==> src/rtl/dbus_sram_ctrl.sv <==
// Data-bus responder that turns single-word dbus requests into timed cycles on a
// 32-bit asynchronous SRAM, stalling the CPU until each access completes.
module dbus_sram_ctrl #(
  parameter int unsigned ADDR_WIDTH = 20,
  parameter int unsigned RD_WAIT    = 2,
  parameter int unsigned WR_WAIT    = 2
) (
  input  logic                  clk,
  input  logic                  rst_n,
  input  logic [31:0]           dbus_address,
  input  logic [3:0]            dbus_byteenable,
  input  logic                  dbus_read,
  input  logic                  dbus_write,
  input  logic [31:0]           dbus_wrdata,
  output logic [31:0]           dbus_rddata,
  output logic                  dbus_stall,
  output logic [ADDR_WIDTH-3:0] sram_addr,
  output logic [31:0]           sram_data_o,
  output logic                  sram_data_oe,
  input  logic [31:0]           sram_data_i,
  output logic                  sram_ce_n,
  output logic                  sram_oe_n,
  output logic                  sram_we_n,
  output logic [3:0]            sram_be_n
);

  localparam logic [3:0] RdCnt = 4'(RD_WAIT - 1);
  localparam logic [3:0] WrCnt = 4'(WR_WAIT - 1);

  typedef enum logic [1:0] {StIdle, StAccess, StDone} state_e;

  state_e     state_q;
  logic [3:0] cnt_q;
  logic       is_write_q;
  logic       req;
  logic       unused_addr;

  assign req = dbus_read | dbus_write;

  // Address bits outside the decoded word range alias onto the same word.
  assign unused_addr = ^{dbus_address[31:ADDR_WIDTH], dbus_address[1:0]};

  assign dbus_stall = rst_n & req & (state_q != StDone);

  always_ff @(posedge clk) begin
    if (!rst_n) begin
      state_q      <= StIdle;
      cnt_q        <= 4'd0;
      is_write_q   <= 1'b0;
      dbus_rddata  <= 32'h0;
      sram_addr    <= '0;
      sram_data_o  <= 32'h0;
      sram_data_oe <= 1'b0;
      sram_ce_n    <= 1'b1;
      sram_oe_n    <= 1'b1;
      sram_we_n    <= 1'b1;
      sram_be_n    <= 4'hF;
    end else begin
      case (state_q)
        StIdle: begin
          if (req) begin
            // A simultaneous read and write is resolved as a write.
            is_write_q   <= dbus_write;
            sram_addr    <= dbus_address[ADDR_WIDTH-1:2];
            sram_data_o  <= dbus_wrdata;
            sram_be_n    <= ~dbus_byteenable;
            sram_ce_n    <= 1'b0;
            sram_oe_n    <= dbus_write;
            sram_we_n    <= ~dbus_write;
            sram_data_oe <= dbus_write;
            cnt_q        <= dbus_write ? WrCnt : RdCnt;
            state_q      <= StAccess;
          end
        end
        StAccess: begin
          if (cnt_q == 4'd0) begin
            if (!is_write_q) begin
              dbus_rddata <= sram_data_i;
            end
            // Address, data and pad drive stay put through DONE for hold time.
            sram_ce_n <= 1'b1;
            sram_oe_n <= 1'b1;
            sram_we_n <= 1'b1;
            sram_be_n <= 4'hF;
            state_q   <= StDone;
          end else begin
            cnt_q <= cnt_q - 4'd1;
          end
        end
        StDone: begin
          sram_data_oe <= 1'b0;
          state_q      <= StIdle;
        end
        default: begin
          state_q <= StIdle;
        end
      endcase
    end
  end

endmodule

==> config.mk <==
export PLATFORM = sky130hd
export DESIGN_NAME = dbus_sram_ctrl
export DESIGN_NICKNAME = d
export VERILOG_FILES = /design/src/rtl/dbus_sram_ctrl.sv
export SDC_FILE = /design/constraint.sdc
export NUM_CORES = 1
export LEC_CHECK = 0
export ABC_AREA = 1
export CAP_MARGIN = 0
export CORE_MARGIN = 10
export CORE_UTILIZATION = 42
export DETAILED_ROUTE_END_ITERATION = 10
export DONT_BUFFER_PORTS = 1
export SLEW_MARGIN = 10
export SYNTH_ARGS = -nofsm -noshare
export SYNTH_HDL_FRONTEND = slang
export SYNTH_SLANG_ARGS = --single-unit
==> constraint.sdc <==
create_clock -name clk -period 1.46 [get_ports clk]
set_input_delay 0.292 -clock clk [delete_from_list [all_inputs] [get_ports clk]]
set_output_delay 0.292 -clock clk [all_outputs]
set_load 0.02 [all_outputs]
==> metrics, run 1 <==
status complete, no violations; worst hold path class primary input to register; crit path cell chain inv_2 -> a211oi_2 -> buf_4; total gr overflow 0; largest net degree at the start of global routing 92; required time of the critical path 1.17 ns; crit path kind register to primary output; Final Setup Violations 0; Worst EP arrival 1.12 ns; Slew Viols, Final 0; worst hold path cell count 1; post-route minimum period 1.41 ns; Core ar. 8340 µm²; vias in the first global route 2798; initial detailed-routing violation count 282; FILL cells 830; Cell Pwr Density 1730 nW/µm²; sequential share of the synthesized area 53.3%; area of the multi-input gates 1430 µm²; CP endpoint kind primary output; routed len/inst 16.4 µm; sequential share of power 53.9%; FP Rows 33; switching part of the total 34.6%; routed vias 2988; hold path start rst_n; crit-path max cell delay 0.37 ns; DIE AREA 12800 µm²; antenna violations before repair 0; CTS H-tree lvls 3; clock root buffer clkbuf_8; Avg Cell Area, Syn 7.26 µm²; Distinct cells, synth 21; Crit path max-delay family flip-flops; Fmax 710 MHz; Global Route Usage Sum 14.2%; worst-path fanout max 4; WP buf/inv 2; First-pass DRT Iterations 4; Starting Density 43.7%; final net count 611; commonest cells after routing, fill and taps aside nor2_1 (170), dfxtp_1 (94), nand2_1 (80); Worst VDD drop 0.647 mV; Rel. slew slack 79.9%; clk buf depth 2; clock share of power 27.5%; P_sw 2.47 mW; die width 113 µm; Fin. Hold Viols 0; Pleak 1.95 nW; crit path launch type register; hold_ws 0.0542 ns; Logic pwr share 18.6%; Worst-Skew Late Latency 0.36 ns; syn_nets 608; async set-reset flop share out of synthesis 0%; critical register-to-register path startpoint cnt_q[1]; highest-delay cell along the critical path dfxtp_2; Reg area 1950 µm²; I/O pins 195; Final Power 7.15 mW; final worst path period share 96.4%; Reg-to-Reg End dbus_rddata[19]; clk slew on worst S/H paths 0.10 ns; drc violations 0; cells after synthesis 502; Mapped Area 3640 µm²; flops & latches, synth 97; RSZ-0062 raised after global routing true; first-pass GRT wire length 14800 µm; Antenna diodes 0; number of flops mapped to enable cells by yosys 0; via/cell ratio 4.86; WHS Endpoint sram_be_n[2]; final wirelength 10100 µm; CTS Sinks 97; layout overhead on the synthesized area 13.6%; ANT nets after route 0; internal power 4.68 mW; Die Y 113 µm; DP HPWL 7080 µm; GP Congestion 0.799; CTS Buf Count 9; Post-Route Skew 0.0149 ns; yosys warns 0; CTS tree done; leading cell type in the layout, fill and taps excluded nor2_1; PortBufs 0; R2R Setup Slk 0.12 ns; # Max-Cap Violations 0; Post-synth top flop dfxtp_1; Worst Tran Pin Value 0.300 ns; share of layout cells above drive strength 1 10.2%; R2R depth 8
## how the worst max path moves through the flow
stage	depth (start not counted)	endpoint	startpoint
2_1_floorplan	3	dbus_stall	rst_n
4_1_cts	6	sram_data_o[15]	state_q[1]
6_report	3	dbus_stall	state_q[0]
3_3_place_gp	9	dbus_rddata[12]	cnt_q[0]
5_1_grt	3	dbus_stall	state_q[0]
3_5_place_dp	6	sram_data_o[15]	state_q[1]
## cell type report
type | count | share of cell area (%)
tap | 105 | 3.17
clock buffer | 12 | 3.75
timing repair buffer | 19 | 5.53
clock inverter | 4 | 1.78
sequential | 97 | 47.0
inverter | 45 | 4.20
multi-input combinational | 333 | 34.6
## state kept, by name, summed over array words and instances, names as in the netlist
signal        count
sram_data_o      32
state_q           2
sram_be_n         4
sram_we_n         1
is_write_q        1
sram_data_oe      1
dbus_rddata      32
sram_oe_n         1
sram_addr        18
cnt_q             4
sram_ce_n         1
## power groups by stage
stage / clock [mW] / combinational, mW / sequential [mW]
floorplan: 0 / 0.973 / 3.79
global placement: 0 / 1.13 / 3.92
detailed placement: 0 / 1.17 / 3.93
CTS: 2.02 / 1.18 / 3.87
global route: 2.11 / 1.57 / 3.91
finish: 1.97 / 1.33 / 3.85
## timing repair
action / 4_1_cts / 5_1_grt
buffers inserted: 0 / 5
endpoints found under the hold margin: 1 / 0
gates cloned: 0 / 3
resized for setup: 2 / 18
hold buffers: 1 / 0
endpoints found under the setup margin: 1 / 83
pin swaps: 0 / 4
## cells in the mapped netlist (2+ instances only)
library cell	instances	area (µm²)
nor2_1	173	649
buf_2	9	45.0
dfxtp_1	97	1940
buf_6	3	33.8
ha_1	2	25.0
clkbuf_1	14	52.6
o21ai_0	56	280
nand2_1	81	304
o2111ai_1	3	26.3
inv_1	44	165
a21oi_1	4	20.0
nand3_1	7	35.0
## metal layers
metal | vias to the layer above | wire, µm | GRT usage (%)
met4 | 0 | 214 | 6.60
li1 | 1530 | - | -
met5 | - | 0 | 0
met3 | 16 | 960 | 5.97
met1 | 1333 | 3800 | 14.7
met2 | 109 | 5130 | 24.4
## through the flow
step                      utilization (%)  instances  worst slack, ns  setup TNS (ns)  area (µm²)
after detailed placement             44.9        590           0.0531               0        3750
final                                49.6        615           0.0520               0        4140
after CTS                            47.9        607           0.0178               0        3990
after global routing                 49.6        615          -0.0263         -0.0306        4140
after floorplan                         -        502           0.0544               0        3640
after global placement               44.9        590            0.104               0        3750
## kinds of logic (layout without fill, tap and decap cells)
group | count (synthesis) | in the layout | synth area share [%]
compound gates | 64 | 64 | 9.17
fa+ha+maj | 2 | 2 | 0.687
buf+inv | 72 | 80 | 8.45
flops | 97 | 97 | 53.3
simple gates | 267 | 267 | 28.4
(Power assumes the default switching activity.)
==> run 2: changes to the inputs <==
BUFFER_PORTS_ARGS = -buffer_cell sky130_fd_sc_hd__clkbuf_2   (was unset)
DONT_BUFFER_PORTS = unset   (was 1)
PLACE_DENSITY = 0.76   (was unset)
==> metrics, run 2 (same netlist as run 1, synthesis figures left out) <==
status complete, no violations; CTS Sinks 97; crit path cell chain inv_1 -> a211oi_2 -> buf_4; R2R Setup Slk 0.07 ns; final wirelength 10900 µm; required time of the critical path 1.17 ns; CTS Buf Count 9; crit path launch type register; Worst VDD drop 0.584 mV; routed vias 3574; Reg area 1950 µm²; highest-delay cell along the critical path dfxtp_2; Worst-Skew Late Latency 0.35 ns; leading cell type in the layout, fill and taps excluded clkbuf_2; routed len/inst 13.8 µm; Area after DPL 4660 µm²; Global Route Usage Sum 15.5%; commonest cells after routing, fill and taps aside clkbuf_2 (179), nor2_1 (171), dfxtp_1 (94); setup TNS 0 ns; crit path kind register to primary output; GP Congestion 0.792; Pleak 2.68 nW; CP endpoint kind primary output; first-pass GRT wire length 16600 µm; pre-CTS setup slack 0.0510 ns; I/O pins 195; largest registers dbus_rddata x32, sram_data_o x32, sram_addr x18; Rel. slew slack 76.2%; Worst EP arrival 1.11 ns; clock root buffer clkbuf_8; total gr overflow 0; Fin. Hold Viols 0; Post-Route Skew 0.0178 ns; largest net degree at the start of global routing 91; vias in the first global route 3321; worst hold path class primary input to register; antenna violations before repair 0; post-route minimum period 1.40 ns; PortBufs 180; Fmax 714 MHz; Post-Layout Inst Area 4960 µm²; Finished Core Util 59.4%; final worst path period share 95.9%; Starting Density 43.7%; worst-path fanout max 4; die width 113 µm; area of the multi-input gates 1420 µm²; drc violations 0; FP Rows 33; First-pass DRT Iterations 4; ANT nets after route 0; Slew Viols, Final 0; Cell Pwr Density 1480 nW/µm²; Core ar. 8340 µm²; FILL cells 804; worst setup margin 0.0598 ns; clk slew on worst S/H paths 0.11 ns; CTS tree done; DIE AREA 12800 µm²; CTS H-tree lvls 3; share of layout cells above drive strength 1 32.8%; DP HPWL 7890 µm; Final Power 7.34 mW; crit-path max cell delay 0.36 ns; via/cell ratio 4.54; Worst Tran Pin Value 0.357 ns; initial detailed-routing violation count 321; # Max-Cap Violations 0; final net count 784; layout overhead on the synthesized area 36.0%; Final Setup Violations 0; Antenna diodes 0; Die Y 113 µm; clk buf depth 2
[run 2: path summary, 6_finish.rpt]
check                                        to  cells after the start       startpoint
worst max register to register  dbus_rddata[19]                      9         cnt_q[1]
worst min-delay path            dbus_rddata[12]                      3  sram_data_i[12]
worst min register to register        sram_oe_n                      2        sram_oe_n
worst max-delay path                 dbus_stall                      3       state_q[0]
[run 2: layout make-up]
type,instances,area share (%)
multi-input cells,333,28.6
inverters,45,3.46
clock inverters,5,0.909
flip-flops and latches,97,39.3
well taps,105,2.65
repair buffers,192,22.0
clock buffers,11,3.05
[run 2: where the power goes]
part,switching [mW],internal [mW]
clock network,0.984,0.745
logic,1.50,0.832
registers,0.212,3.06
total,2.69,4.64
[run 2: routing by layer]
layer | global-route usage (%) | vias up | wire (µm)
met5 | 0 | - | 0
met4 | 5.16 | 0 | 150
met3 | 3.65 | 10 | 624
met2 | 28.3 | 100 | 5780
met1 | 17.2 | 1578 | 4310
li1 | - | 1886 | -
[run 2: what timing repair did]
action	4_1_cts	5_1_grt
cloned	0	3
resized for setup	4	11
buffers inserted	0	1
pin swaps	0	3
hold buffers	0	0
setup endpoints to repair	2	42
[run 2: worst max-delay path, delay by kind of cell (launching register included)]
family          cells  cell delay, ns
flops               1            0.36
buf+inv             2            0.23
compound gates      1            0.18
[run 2: per-stage QoR]
step                hold WS [ns]  instances
finish                     0.155        788
global route               0.144        788
CTS                        0.139        784
detailed placement         0.461        768
global placement           0.452        768
floorplan                  0.427        502
==> run 3: changes to the inputs <==
clock period = 1.6 ns   (was 1.46 ns; I/O delays follow)
==> metrics, run 3 (same netlist as run 1, synthesis figures left out) <==
status complete, no violations; FP Rows 33; routed len/inst 13.2 µm; layout overhead on the synthesized area 32.1%; Slew Viols, Final 0; Cell Pwr Density 1340 nW/µm²; Final Setup Violations 0; Worst-Skew Late Latency 0.36 ns; Pleak 2.62 nW; Worst VDD drop 0.593 mV; pre-CTS setup slack 0.209 ns; final wirelength 10300 µm; Post-Route Skew 0.0175 ns; antenna violations before repair 0; crit-path max cell delay 0.37 ns; Antenna diodes 0; share of layout cells above drive strength 1 30.7%; DP HPWL 7700 µm; Finished Core Util 57.7%; RSZ-0062 raised after global routing false; crit path launch type register; Rel. slew slack 77.1%; worst hold path class primary input to register; crit path cell chain inv_1 -> a211oi_2 -> buf_4; # Max-Cap Violations 0; hold-fix buffer count after cts 0; largest registers dbus_rddata x32, sram_data_o x32, sram_addr x18; crit path kind register to primary output; CTS Buf Count 9; worst-path fanout max 4; final worst path period share 89.6%; Global Route Usage Sum 15.2%; CTS Sinks 97; ANT nets after route 0; CTS tree done; R2R Setup Slk 0.22 ns; worst setup margin 0.167 ns; vias in the first global route 3285; clock root buffer clkbuf_8; GP Congestion 0.762; Core ar. 8340 µm²; highest-delay cell along the critical path dfxtp_1; Starting Density 43.7%; clk slew on worst S/H paths 0.10 ns; CTS H-tree lvls 3; First-pass DRT Iterations 4; commonest cells after routing, fill and taps aside clkbuf_2 (179), nor2_1 (173), dfxtp_1 (97); WP buf/inv 2; die width 113 µm; final net count 778; via/cell ratio 4.44; required time of the critical path 1.28 ns; Die Y 113 µm; Worst Tran Pin Value 0.343 ns; DIE AREA 12800 µm²; post-route minimum period 1.43 ns; Fin. Hold Viols 0; Fmax 698 MHz; CP endpoint kind primary output; PortBufs 180; largest net degree at the start of global routing 91; clk buf depth 2; Worst EP arrival 1.11 ns; routed vias 3471; leading cell type in the layout, fill and taps excluded clkbuf_2; Final Power 6.44 mW; I/O pins 195; first-pass GRT wire length 16200 µm; Crit path max-delay family flip-flops; drc violations 0; setup TNS 0 ns; initial detailed-routing violation count 254; total gr overflow 0
==> run 3: changes by cell type in the layout (fill, tap and decap cells not counted), moves of 2 or more <==
cell	delta
dfxtp_2	-3
nor2_2	-2
dfxtp_1	+3
nor2_1	+2
clkbuf_16	-2
clkbuf_8	-2
inv_1	+2
==> run 3: layout make-up <==
type | count | area [µm²]
clock inverters | 6 | 47.5
well taps | 105 | 131
repair buffers | 186 | 998
multi-input cells | 333 | 1400
fillers | 813 | 3530
clock buffers | 10 | 128
inverters | 45 | 169
flip-flops and latches | 97 | 1940
==> run 3: metal layers <==
metal / track usage [%] / part of all wire, % / wire, µm
met1: 16.2 / 40 / 4090
met2: 27.7 / 52 / 5310
met3: 4.44 / 6.7 / 690
met4: 5.75 / 1.9 / 195
met5: 0 / 0 / 0
==> run 3: metrics by stage <==
stage / instance area (µm²) / cells / hold WS (ns)
floorplan: 3640 / 502 / 0.455
global placement: 4630 / 766 / 0.454
detailed placement: 4630 / 766 / 0.466
CTS: 4810 / 782 / 0.169
global route: 4810 / 782 / 0.183
finish: 4810 / 782 / 0.184
==> run 3: worst reg2reg max path, stage by stage, from the launching register on <==
cell	delay, ns
dfxtp_1	0.34
inv_1	0.08
ha_1	0.22
nand2_1	0.13
nor2_4	0.05
nand2_4	0.07
buf_4	0.22
nand2_1	0.08
nand2_1	0.06
nor2_1	0.04
==> run 3: power breakdown <==
part / switching (mW) / internal [mW] / total [mW]
Sequential: 0.185 / 2.79 / 2.98
Combinational: 1.32 / 0.681 / 2.00
Clock: 0.881 / 0.587 / 1.47
Total: 2.38 / 4.06 / 6.44
==> run 3: path summary, 6_finish.rpt <==
path                                       from               to  cells after the start
worst min-delay path            sram_data_i[10]  dbus_rddata[10]                      3
worst max register to register         cnt_q[0]  dbus_rddata[21]                      9
worst max-delay path                 state_q[0]       dbus_stall                      3
worst min register to register        sram_oe_n        sram_oe_n                      2
==> run 3: timing repair <==
action,in CTS,in global routing
endpoints found under the setup margin,0,1
resized for setup,0,3
setup buffers,0,0
